## config.mk

```make
export PLATFORM = sky130hd
export DESIGN_NAME = vga_sync
export DESIGN_NICKNAME = d
export VERILOG_FILES = /design/src/rtl/vga_sync.sv
export SDC_FILE = /design/constraint.sdc
export NUM_CORES = 1
export LEC_CHECK = 0
export CAP_MARGIN = 20
export CORE_UTILIZATION = 40
export DETAILED_ROUTE_END_ITERATION = 10
export GPL_TIMING_DRIVEN = 0
export PLACE_DENSITY = 0.77
export SLEW_MARGIN = 20
export SYNTH_ARGS = -nofsm -noshare
export SYNTH_HDL_FRONTEND = slang
export SYNTH_SLANG_ARGS = --single-unit
```

## constraint.sdc

```tcl
create_clock -name clk -period 2.2 [get_ports clk]
set_input_delay 0.22 -clock clk [delete_from_list [all_inputs] [get_ports clk]]
set_output_delay 0.22 -clock clk [all_outputs]
set_load 0.05 [all_outputs]
```

## src/rtl/vga_sync.sv

```systemverilog
// VGA 640x480 timing generator.
// A clock divider produces the pixel-rate tick; horizontal and vertical
// counters advance on that tick. Sync outputs are registered from the
// next-count values so they line up with pixel_x/pixel_y with no skew.
module vga_sync #(
  parameter int CLK_DIV = 2
) (
  input  logic       clk,
  input  logic       reset,
  output logic       hsync,
  output logic       vsync,
  output logic       video_on,
  output logic       p_tick,
  output logic [9:0] pixel_x,
  output logic [9:0] pixel_y,
  output logic       frame_tick
);

  // Horizontal timing in pixels
  localparam logic [9:0] H_VISIBLE    = 10'd640;
  localparam logic [9:0] H_SYNC_START = 10'd656;  // 640 + 16 front porch
  localparam logic [9:0] H_SYNC_END   = 10'd751;  // 96 sync pixels
  localparam logic [9:0] H_LAST       = 10'd799;  // 800 total

  // Vertical timing in lines
  localparam logic [9:0] V_VISIBLE    = 10'd480;
  localparam logic [9:0] V_SYNC_START = 10'd490;  // 480 + 10 front porch
  localparam logic [9:0] V_SYNC_END   = 10'd491;  // 2 sync lines
  localparam logic [9:0] V_LAST       = 10'd524;  // 525 total

  // Divider width: at least one bit so CLK_DIV=1 still has a legal register
  localparam int              DW      = (CLK_DIV > 1) ? $clog2(CLK_DIV) : 1;
  localparam logic [DW-1:0]   DIV_MAX = DW'(CLK_DIV - 1);

  logic [DW-1:0] div_cnt;
  logic [DW-1:0] div_next;
  logic [9:0]    x_next;
  logic [9:0]    y_next;

  // Divider wraps at CLK_DIV-1; with CLK_DIV=1 it stays at 0
  always_comb begin
    div_next = div_cnt;
    if (div_cnt == DIV_MAX) begin
      div_next = '0;
    end else begin
      div_next = div_cnt + {{(DW-1){1'b0}}, 1'b1};
    end
  end

  // Pixel tick is the last divider state, so the first tick lands on edge CLK_DIV
  always_comb begin
    p_tick = (div_cnt == DIV_MAX);
  end

  // Next pixel position: advance only on a tick, wrap line and frame
  always_comb begin
    x_next = pixel_x;
    y_next = pixel_y;
    if (p_tick) begin
      if (pixel_x == H_LAST) begin
        x_next = 10'd0;
        if (pixel_y == V_LAST) begin
          y_next = 10'd0;
        end else begin
          y_next = pixel_y + 10'd1;
        end
      end else begin
        x_next = pixel_x + 10'd1;
        y_next = pixel_y;
      end
    end else begin
      x_next = pixel_x;
      y_next = pixel_y;
    end
  end

  // Divider register
  always_ff @(posedge clk or posedge reset) begin
    if (reset) begin
      div_cnt <= '0;
    end else begin
      div_cnt <= div_next;
    end
  end

  // Counters and syncs; syncs use the next counts so they change with the counters
  always_ff @(posedge clk or posedge reset) begin
    if (reset) begin
      pixel_x <= 10'd0;
      pixel_y <= 10'd0;
      hsync   <= 1'b1;
      vsync   <= 1'b1;
    end else begin
      pixel_x <= x_next;
      pixel_y <= y_next;
      hsync   <= !((x_next >= H_SYNC_START) && (x_next <= H_SYNC_END));
      vsync   <= !((y_next >= V_SYNC_START) && (y_next <= V_SYNC_END));
    end
  end

  // Visible-area and end-of-frame decodes
  always_comb begin
    video_on   = (pixel_x < H_VISIBLE) && (pixel_y < V_VISIBLE);
    frame_tick = p_tick && (pixel_x == H_LAST) && (pixel_y == V_LAST);
  end

endmodule
```

==> load_flow_metrics.sql <==
INSERT INTO impl_metrics (metric_group, metric, value, unit) VALUES
('floorplan', 'std_cell_rows', '20', ''),
('synthesis', 'postSynth.asyncResetShare', '1.000', ''),
('clock_tree', 'max-clock-path-buffers', '2', ''),
('synthesis', 'synth-edff-count', '0', ''),
('clock_tree', 'cts.clk_slew.worst_paths', '0.13', 'ns'),
('timing', 'finalCriticalPeriod', '2.296', 'ns'),
('setup_path', 'slowest_delay', '0.55', 'ns'),
('place', 'place_congestion', '0.8633', ''),
('synthesis', 'syn-mean-instance-area', '9.122', 'um^2'),
('power_and_ir_drop', 'switching_power', '0.1375', 'mW'),
('power_and_ir_drop', 'leakage', '0.8234', 'nW'),
('synthesis', 'ys_ff_latch', '23', ''),
('setup_path', 'critical_path_required', '2.42', 'ns'),
('power_and_ir_drop', 'clockPowerShare', '0.316', ''),
('grt', 'grt_antenna_before_repair', '0', ''),
('clock_tree', 'numClockSinks', '23', ''),
('timing', 'fin_crit_sh', '1.044', ''),
('floorplan', 'floorplan.initialDensity', '0.4316', ''),
('place', 'dp_hpwl', '2157', 'um'),
('floorplan', 'floorplan.io_pins', '27', ''),
('cells_and_area', 'fill_cells', '270', ''),
('run_status', 'outcome', 'finished with violations', ''),
('timing', 'finalWorstSetupSlack', '-0.09643', 'ns'),
('routing', 'drt_pre_antenna_iters', '5', ''),
('grt', 'grt_overflow', '0', ''),
('grt', 'grt_use_total', '0.2057', ''),
('timing', 'clock_skew', '0.01142', 'ns'),
('floorplan', 'core_area', '3128', 'um^2'),
('setup_path', 'critical_path.max_fanout', '6', ''),
('min_path', 'holdCritPathClass', 'in2async', ''),
('cells_and_area', 'utilization_after_layout', '0.6152', ''),
('cells_and_area', 'antenna_cells', '0', ''),
('setup_path', 'r2r-start', 'pixel_x[6]', ''),
('setup_path', 'critPathSlowestCell', 'sky130_fd_sc_hd__or4b_4', ''),
('routing', 'wl_per_cell', '14.30', 'um'),
('grt', 'global_route.usage.met2', '0.3444', ''),
('timing', 'slew-limit-headroom', '0.4034', ''),
('grt', 'grt_max_degree', '24', ''),
('synthesis', 'synth-warning-count', '0', ''),
('setup_path', 'timing.critical_path.from_type', 'flip-flop', ''),
('setup_path', 'worst-endpoint-arrival', '2.52', 'ns'),
('timing', 'final-hold-violation-count', '0', ''),
('grt', 'grt.busiest_layer', 'met2', ''),
('floorplan', 'die_area', '3611', 'um^2'),
('run', 'drv.max_cap_violation_count', '0', ''),
('routing', 'drc', '0', ''),
('cells_and_area', 'layout-area-overhead-vs-synth', '42.54', '%'),
('run_status', 'violated_checks', 'setup timing', ''),
('cells_and_area', 'proportion_of_layout_cells_with_a_drive_suffix_above_1', '0.2589', ''),
('clock_tree', 'tritoncts', 'built', ''),
('clock_tree', 'clock_tree.htree_level_count', '1', ''),
('routing', 'antenna_violating_nets_left', '0', ''),
('routing', 'post_drt_via_cell_ratio', '5.386', ''),
('floorplan', 'die_height', '60.10', 'um'),
('power_and_ir_drop', 'power.sequential.fraction', '0.668', ''),
('grt', 'grt_pass1_wl', '5547', 'um'),
('synthesis', 'synth_area', '1350', 'um^2'),
('timing', 'finalSetupViolCount', '3', ''),
('routing', 'routed_wirelength', '3447', 'um'),
('clock_tree', 'cts-buffers-inserted', '3', ''),
('place', 'buffer_ports.inserted', '26', ''),
('routing', 'first_iter_violations', '60', ''),
('clock_tree', 'holdBufCountCts', '0', ''),
('grt', 'global_route.usage.met3', '0.04329', ''),
('power_and_ir_drop', 'power.ir.vdd_worst', '0.2944', 'mV'),
('power_and_ir_drop', 'power.switching_fraction', '0.2173', ''),
('synthesis', 'post_synthesis_cells', '148', ''),
('timing', 'grt_setup_unrepaired', 'true', ''),
('synthesis', 'yosysSeqAreaShare', '0.4282', ''),
('place', 'dpl_cell_area', '1673', 'um^2'),
('clock_tree', 'clock_root_cell', 'sky130_fd_sc_hd__clkbuf_4', '');
## logic make-up after synthesis
family                     count (synthesis)  synth area share
AOI/OAI and AO/OA                         23            0.1168
xor gates and xnor gates                  12           0.08341
adders and majority gates                  3           0.02781
buffers and inverters                     17           0.06765
DFF                                       23            0.4282
muxes                                      1          0.008340
and+or+nand+nor                           69            0.2678
## routing by layer
metal / vias to the layer above / wire (um)
li1: 622 / -
met3: 8 / 139
met1: 624 / 1505
met4: 0 / 57
met2: 44 / 1745
met5: - / 0
## final cells by class
cell class | instances | area, um^2 | share of cell area
Inverter | 10 | 37.54 | 0.01951
Timing Repair Buffer | 47 | 444.2 | 0.2308
Clock buffer | 4 | 26.28 | 0.01365
Buffer | 5 | 37.54 | 0.01951
Multi-Input combinational cell | 108 | 740.7 | 0.3849
Tap cell | 44 | 55.05 | 0.02861
Sequential cell | 23 | 583.1 | 0.3030
## state kept, by name, indices dropped and copies added (netlist names)
| name | cells |
|---|---|
| pixel_x | 10 |
| vsync | 1 |
| pixel_y | 10 |
| hsync | 1 |
| p_tick | 1 |
## worst paths after layout
path	to	slack, ns	cells after the start
min in group clk	pixel_x[1]	0.58	1
max	pixel_y[7]	-0.1	5
min reg2reg	pixel_x[1]	0.58	1
max in group asynchronous	pixel_x[7]	1.21	2
min	pixel_x[9]	0.38	2
max reg2reg	pixel_y[7]	-0.1	5
## critical path: cells and delay by family (launching register included)
family	cells	cell delay, ns
flops	1	0.43
xor+xnor	1	0.14
simple gates	3	1.46
buf+inv	1	0.16
## layout by cell type (no fill, tap or decap), types with 3 or more instances in the layout
| cell type | netlist | routed |
|---|---|---|
| sky130_fd_sc_hd__nor3_1 | 7 | 5 |
| sky130_fd_sc_hd__nand3_1 | 7 | 7 |
| sky130_fd_sc_hd__xor2_1 | 6 | 6 |
| sky130_fd_sc_hd__dfrtp_2 | 0 | 4 |
| sky130_fd_sc_hd__nand4_1 | 6 | 6 |
| sky130_fd_sc_hd__a21oi_1 | 5 | 5 |
| sky130_fd_sc_hd__and4_1 | 3 | 3 |
| sky130_fd_sc_hd__ha_1 | 3 | 3 |
| sky130_fd_sc_hd__nor2_1 | 14 | 13 |
| sky130_fd_sc_hd__dfrtp_1 | 21 | 17 |
| sky130_fd_sc_hd__clkbuf_4 | 0 | 3 |
| sky130_fd_sc_hd__buf_4 | 3 | 18 |
| sky130_fd_sc_hd__o21ai_0 | 4 | 3 |
| sky130_fd_sc_hd__buf_6 | 2 | 7 |
| sky130_fd_sc_hd__clkdlybuf4s50_1 | 0 | 24 |
| sky130_fd_sc_hd__nand2_1 | 18 | 18 |
| sky130_fd_sc_hd__xnor2_1 | 5 | 5 |
| sky130_fd_sc_hd__inv_1 | 10 | 10 |
## stage by stage
stage | power, mW | TNS [ns] | instances | hold slack, ns
finish | 0.6330 | -0.1662 | 241 | 0.3831
detailed placement | 0.4413 | -0.7642 | 218 | 0.5479
global route | 0.6627 | -0.3822 | 241 | 0.4562
CTS | 0.6425 | -0.1606 | 233 | 0.4020
floorplan | 0.4370 | -0.4696 | 148 | 0.2202
global placement | 0.4412 | -0.7417 | 218 | 0.5280
## synth_stat cells, types with 3 or more instances
cell type | count | share of area
sky130_fd_sc_hd__inv_1 | 10 | 0.028
sky130_fd_sc_hd__nand4_1 | 6 | 0.028
sky130_fd_sc_hd__o21ai_0 | 4 | 0.015
sky130_fd_sc_hd__and4_1 | 3 | 0.019
sky130_fd_sc_hd__a21oi_1 | 5 | 0.019
sky130_fd_sc_hd__nand2_1 | 18 | 0.050
sky130_fd_sc_hd__dfrtp_1 | 21 | 0.39
sky130_fd_sc_hd__buf_4 | 3 | 0.017
sky130_fd_sc_hd__xor2_1 | 6 | 0.039
sky130_fd_sc_hd__xnor2_1 | 5 | 0.032
sky130_fd_sc_hd__ha_1 | 3 | 0.028
sky130_fd_sc_hd__nor2_1 | 14 | 0.039
sky130_fd_sc_hd__nand3_1 | 7 | 0.026
sky130_fd_sc_hd__nor3_1 | 7 | 0.026
## power by group through the flow
stage               clock network [mW]  registers, mW  logic (mW)
finish                           0.200          0.423     0.00995
global route                     0.228          0.423      0.0119
CTS                              0.209          0.423      0.0106
detailed placement                   0          0.431      0.0106
global placement                     0          0.431      0.0104
floorplan                            0          0.431     0.00626
## timing repair
item / in CTS / in global routing
endpoints found under the hold margin: 0 / 0
buffers inserted: 12 / 9
pin swaps: 5 / 4
resized for setup: 14 / 15
setup endpoints to repair: 4 / 5
(Power assumes the default switching activity.)
